===== src/rtl/cpu_io_port.sv =====
// cpu_io_port: I/O adapter placed beside the single-cycle core.
//   Output side: core words pushed on OutWe go into a first-word-fall-through
//   FIFO that drains to an external sink over OutValid/OutReady.
//   Input side: a one-entry holding register takes words from an external
//   source over InValid/InReady and holds them on CPUIn until InAck.
// Optional feature (macro CPU_IO_DEDUP_EN): drop pushes whose CPUOut equals
//   the last word actually pushed since reset. Undefined by default.
module cpu_io_port #(
    parameter int WIDTH = 32,
    parameter int DEPTH = 4
) (
    input  logic             CLK,
    input  logic             Reset,
    input  logic [WIDTH-1:0] CPUOut,
    input  logic             OutWe,
    output logic [WIDTH-1:0] OutData,
    output logic             OutValid,
    input  logic             OutReady,
    output logic             OutFull,
    output logic             Overflow,
    input  logic [WIDTH-1:0] InData,
    input  logic             InValid,
    output logic             InReady,
    output logic [WIDTH-1:0] CPUIn,
    input  logic             InAck
);

    localparam int AW    = $clog2(DEPTH);
    localparam int CNT_W = AW + 1;
    localparam logic [CNT_W-1:0] FULL_CNT = CNT_W'(DEPTH);

    logic [WIDTH-1:0] mem [DEPTH];
    logic [AW-1:0]    rd_ptr;
    logic [AW-1:0]    wr_ptr;
    logic [CNT_W-1:0] count;
    logic             overflow_q;
    logic             in_full;
    logic [WIDTH-1:0] cpu_in_q;

    logic             fifo_valid;
    logic             fifo_full;
    logic             pop;
    logic             push;
    logic             drop;
    logic             dup;

    assign fifo_valid = (count != '0);
    assign fifo_full  = (count == FULL_CNT);
    assign pop        = fifo_valid & OutReady;

`ifdef CPU_IO_DEDUP_EN
    logic [WIDTH-1:0] last_word;
    logic             last_valid;

    assign dup = last_valid & (CPUOut == last_word);

    // Remember the last word that actually entered the FIFO
    always_ff @(posedge CLK or negedge Reset) begin
        if (!Reset) begin
            last_word  <= '0;
            last_valid <= 1'b0;
        end else if (push) begin
            last_word  <= CPUOut;
            last_valid <= 1'b1;
        end
    end
`else
    assign dup = 1'b0;
`endif

    // A full FIFO still accepts a push when the head leaves in the same cycle
    assign push = OutWe & ~dup & (~fifo_full | pop);
    assign drop = OutWe & ~dup & fifo_full & ~pop;

    // Storage array; contents need no reset because OutData is masked when empty
    always_ff @(posedge CLK) begin
        if (push) begin
            mem[wr_ptr] <= CPUOut;
        end
    end

    // Pointer, occupancy and sticky overflow tracking
    always_ff @(posedge CLK or negedge Reset) begin
        if (!Reset) begin
            rd_ptr     <= '0;
            wr_ptr     <= '0;
            count      <= '0;
            overflow_q <= 1'b0;
        end else begin
            if (pop) begin
                rd_ptr <= rd_ptr + 1'b1;
            end
            if (push) begin
                wr_ptr <= wr_ptr + 1'b1;
            end
            case ({push, pop})
                2'b10:   count <= count + 1'b1;
                2'b01:   count <= count - 1'b1;
                default: count <= count;
            endcase
            if (drop) begin
                overflow_q <= 1'b1;
            end
        end
    end

    // Input holding register; an ack while full blocks a same-cycle offer
    // because InReady is low, so the two branches never collide
    always_ff @(posedge CLK or negedge Reset) begin
        if (!Reset) begin
            in_full  <= 1'b0;
            cpu_in_q <= '0;
        end else if (InValid && !in_full) begin
            in_full  <= 1'b1;
            cpu_in_q <= InData;
        end else if (InAck && in_full) begin
            in_full  <= 1'b0;
        end
    end

    assign OutValid = fifo_valid;
    assign OutFull  = fifo_full;
    assign OutData  = fifo_valid ? mem[rd_ptr] : '0;
    assign Overflow = overflow_q;
    assign InReady  = ~in_full;
    assign CPUIn    = cpu_in_q;

endmodule

===== config.mk =====
export PLATFORM = sky130hd
export DESIGN_NAME = cpu_io_port
export DESIGN_NICKNAME = d
export VERILOG_FILES = /design/src/rtl/cpu_io_port.sv
export SDC_FILE = /design/constraint.sdc
export NUM_CORES = 1
export LEC_CHECK = 0
export CAP_MARGIN = 30
export CORE_ASPECT_RATIO = 1.5
export CORE_UTILIZATION = 45
export DETAILED_ROUTE_END_ITERATION = 12
export PLACE_DENSITY = 0.72
export SYNTH_ARGS = -nofsm -noshare
export SYNTH_HDL_FRONTEND = slang
export SYNTH_SLANG_ARGS = --single-unit
export TNS_END_PERCENT = 1

===== constraint.sdc =====
create_clock -name CLK -period 2.9 [get_ports CLK]
set_input_delay 0.435 -clock CLK [delete_from_list [all_inputs] [get_ports CLK]]
set_output_delay 0.435 -clock CLK [all_outputs]
set_load 0.05 [all_outputs]

== After elaboration in Yosys (flattened, before gate mapping) ==
Memories as Yosys holds them, arrays and structs flattened.
Index checks and enable logic that the tools add are counted.

* Equal/unequal tests: 3
* Reduce and logical (&&, ||, !) cells: 6
* Multiplexer cells: 6
* Bitwise operators: 8
* $add $sub $neg: 4

{| class="wikitable"
|+ Operators with widths
! kind !! count
|-
| 32-bit 2-to-1 mux || 1
|-
| 3-bit one-hot mux with 2 select lines || 1
|-
| 2-bit by 1-bit adder with 2-bit output, second input constant || 2
|-
| 1-bit bitwise AND || 4
|-
| 1-bit 2-to-1 mux || 4
|-
| 2-bit nonzero test || 2
|-
| 3-bit by 1-bit adder with 3-bit output, second input constant || 1
|-
| 3-bit == test, second input constant || 1
|-
| 1-bit NOT || 3
|-
| 3-bit nonzero test || 1
|-
| 3-bit by 1-bit subtractor with 3-bit output, second input constant || 1
|-
| 2-bit by 1-bit == test with 1-bit output, second input constant || 1
|-
| 2-bit == test, second input constant || 1
|-
| 1-bit logical AND || 2
|-
| 1-bit logical NOT || 1
|-
| 1-bit OR || 1
|}

* Output and inout port bits: 68
* Register bits after elaboration: 41
* Bits in writable memories: 128
* Logic and storage cells: 34
* Memories kept: 1
* Input bits: 70

{| class="wikitable"
|+ Memory list
! memory !! words !! bits a word !! rd ports !! clocked after Yosys merged registers in !! wr ports !! line !! source
|-
| mem || 4 || 32 || 1 || 0 || 1 || 32 || <nowiki>logic [WIDTH-1:0] mem [DEPTH];</nowiki>
|}

== Depth between registers and ports, before layout ==
* Word-level depth: 6
* Depth in mapped cells: 9
* Gate-level depth less buffers: 9

== Least setup slack after synthesis ==
OpenSTA, ideal clock, no wires.

* Path kind: reg2reg
* Start: reg count[0]
* End: reg count[2]
* Arrival: 2426 ps
* Setup slack: 394 ps
* Buffers on the path: 0
* Period minus slack after synthesis: 2506 ps
* Data required time: 2821 ps
* Stages on the path, launching flop included: 10
* Library setup time: 79 ps
* Cell sequence: dfrtp_1 -> nor3b_2 -> a21boi_2 -> inv_1 -> ha_1 -> inv_1 -> fa_1 -> xor2_1 -> nor2_1 -> xor2_1

* Word-level cells in the longest chain between the ends: 6
* Elaborated cells on any way between the ends: 12
* Classes of those cells: 2 x add/sub; 3 x eq/ne; 1 x mux; 4 x bitwise; 2 x reduce/logical

{| class="wikitable"
|+ Ends and longest elaborated chain
! what !! line !! source
|-
| start: declaration || 35 || <nowiki>logic [CNT_W-1:0] count;</nowiki>
|-
| start signal: assignment || 97 || <nowiki>2'b10: count <= count + 1'b1;</nowiki>
|-
| start signal: assignment || 98 || <nowiki>2'b01: count <= count - 1'b1;</nowiki>
|-
| start signal: assignment || 99 || <nowiki>default: count <= count;</nowiki>
|-
| 3-bit == test * || 48 || <nowiki>assign fifo_full = (count == FULL_CNT);</nowiki>
|-
| named net OutFull || 19 || <nowiki>output logic OutFull,</nowiki>
|-
| 1-bit NOT * || 72 || <nowiki>assign push = OutWe & ~dup & (~fifo_full | pop);</nowiki>
|-
| 1-bit OR * || 72 ||
|-
| 1-bit bitwise AND * || 72 ||
|-
| 2-bit by 1-bit == test with 1-bit output or 2-bit == test (tied branches) || 96 || <nowiki>case ({push, pop})</nowiki>
|-
| 3-bit one-hot mux with 2 select lines or 2-bit nonzero test (tied branches) || n/a ||
|}

The timed path passes the listed nets; every way through them passes the cells marked *.
A chain may end at the register's enable or synchronous reset.

== Final worst setup path ==
* Start: reg rd_ptr[0]
* End: out OutData[12]

* Word-level cells in the longest chain between the ends: 2

{| class="wikitable"
|+ Ends and longest elaborated chain
! what !! line !! source
|-
| start: declaration || 33 || <nowiki>logic [AW-1:0] rd_ptr;</nowiki>
|-
| start signal: assignment || 91 || <nowiki>rd_ptr <= rd_ptr + 1'b1;</nowiki>
|-
| memory read 4 x 32 bit || n/a ||
|-
| 32-bit 2-to-1 mux || 123 || <nowiki>assign OutData = fifo_valid ? mem[rd_ptr] : '0;</nowiki>
|-
| end: declaration || 16 || <nowiki>output logic [WIDTH-1:0] OutData,</nowiki>
|}

No other way between the ends.

==> metrics.cfg <==
[yosys]
synthTopCellsByArea = edfxtp_1 59%, dfrtp_1 16%, mux4_2 9.6%
async_reset_ff_frac = 0.243
yosysTopAreaCell = edfxtp_1
yosys.cell_count.top_type = edfxtp_1
synthFlopType = edfxtp_1
ys_seq_elements = 169
syn_area_um2 = 6570
synth-seq-area-share = 0.741
synth_edf_count = 128
synth_cell_type_count = 25
avgSynthCellArea_um2 = 20.8
synth_top_cell_area_share = 0.585
yosys_warnings = 0
synth_cells = 316
netlist_top_cells_count = 128 x edfxtp_1, 41 x dfrtp_1, 37 x and2_1
synth_nets = 392

[job]
drv_cap = 0

[floorplanning]
fp.dieH_um = 150
dieArea_um2 = 15100
num_rows = 53
die_w_um = 101
ios = 138
core_um2 = 14100
start_util = 0.465

[timing]
fin_crit_ns = 2.61
hold_viol = 0
max_freq_mhz = 383
rsz0062_at_grt = false
worst_slew_pin_slew_ns = 0.914
drv_slew = 0
setup_violations = 0
skew_ns = 0.00924
tns_ns = 0
slew_headroom = 0.391
fin_crit_sh = 0.900

[placement]
gp_congestion = 0.727
port_buffers = 137
dp_hpwl_mm = 8.27

[power_and_ir_drop]
power.density_nw_per_um2 = 1190
ir_drop_mv = 0.509
power_leakage_nw = 3.26
finalPower_mw = 10.8

[cts]
cts_tree = yes
clk_latency_ns = 0.41
cts_post_setup_buffers_inserted = 0
cts-buffers-inserted = 17
cts.repair.resized = 0
path_clk_slew_ns = 0.06
ctsHoldBuffers = 0
clock-root-buffer = clkbuf_16
numClockSinks = 169
cts_max_path_buffers = 2
cts_max_level = 4

[global_routing]
grt_util_all_layers = 0.179
grt_pass1_wl_mm = 19.6
antenna_found_initial = 0
first_global_vias = 3878
grt_start_max_net_pins = 42
overflow = 0

[drt]
dr.pass1.iters = 4
drcViolationCount = 0
initialDrtViolationCount = 147
via_per_inst = 5.04
drt-total-wl_mm = 12.2
antenna_left = 0
wl_per_cell_um = 18.2
vias = 3384

[hold_path]
hold_path.class = in -> async

[worst_setup_path]
r2r-end = count[2]
endpoint_kind = primary output
r2r_slack_ns = 0.82
r2r_cells = 9
crit_required_ns = 2.47
startpoint_type = register
reg2reg_from = count[0]
arrival_ns = 2.18
cp_max_fo = 26
critPathKind = reg -> out

[finish]
drive_gt1_frac = 0.301
n_antenna_cell = 0
fill_cells = 1008
fin_nets = 543
areaGrowthSynthToFinish_pct = 37.7

[run_status]
status = complete, no violations

## layout by cell type, fill, tap and decap left out, types with 5 or more instances in the layout
master | synthesis | routed
clkbuf_16 | 0 | 17
clkdlybuf4s50_1 | 0 | 103
and2_1 | 37 | 33
edfxtp_1 | 128 | 128
buf_4 | 0 | 11
buf_12 | 3 | 33
dfrtp_1 | 41 | 40
ha_1 | 5 | 5
mux4_2 | 28 | 28
mux2_2 | 32 | 32
inv_1 | 8 | 8
## routing by layer
metal,GRT usage,vias to the layer above,routed length [um]
met5,0,-,0
met2,0.315,140,6600
li1,-,1519,-
met4,0.0710,0,214
met3,0.0607,19,918
met1,0.197,1706,4500
## through the flow
stage          hold slack (ns)  instances  worst slack, ns  instance area [um^2]   util
2_1_floorplan            0.139        316            0.394                  6570      -
3_3_place_gp             0.460        640            0.641                  8470  0.600
3_5_place_dp             0.455        640            0.561                  8470  0.600
4_1_cts                  0.176        671            0.222                  9050  0.641
5_1_grt                  0.232        671            0.156                  9050  0.641
6_report                 0.156        671            0.289                  9050  0.641
## critical path, cell delays in order, from the launching register on
cell and delay [ns]:
dfrtp_2 0.55, buf_12 0.28, mux4_1 0.58, and2_1 0.17
buf_4 0.18
## state kept, by name, indices dropped and copies added (netlist names)
register / count
wr_ptr: 2
in_full: 1
CPUIn: 32
count: 3
rd_ptr: 2
mem: 128
Overflow: 1
## kinds of logic (layout without fill, tap and decap cells)
group,after synthesis,in the layout,synth area share
multiplexers,66,66,0.170
AO/OA/AOI/OAI,3,3,0.00419
AND/OR/NAND/NOR,42,42,0.0404
XOR/XNOR,6,6,0.00800
buffers and inverters,24,187,0.0236
adder cells (fa/ha/maj),6,6,0.0126
flip-flops,169,169,0.741
## final cells by class
class	count	area [um^2]	area share
repair buffers	148	1780	0.197
well taps	192	240	0.0266
clock buffers	17	425	0.0470
clock inverters	14	149	0.0165
multi-input cells	123	1550	0.172
inverters	8	30.0	0.00332
flip-flops and latches	169	4870	0.538
## worst max-delay path by stage
stage                  endpoint  slack, ns      start
global route        OutData[12]       0.16  rd_ptr[0]
finish              OutData[12]       0.29  rd_ptr[0]
floorplan              count[2]       0.39   count[0]
CTS                 OutData[12]       0.22  rd_ptr[0]
detailed placement     count[2]       0.56   OutReady
global placement       count[2]       0.64   OutReady
## power breakdown
part	switching [mW]	leakage (nW)	internal (mW)
logic	2.85	1.33	2.38
registers	0.204	1.65	3.16
clock network	0.908	0.274	1.27
total	3.96	3.26	6.82
Note: power is estimated with default switching activity, not from simulation.
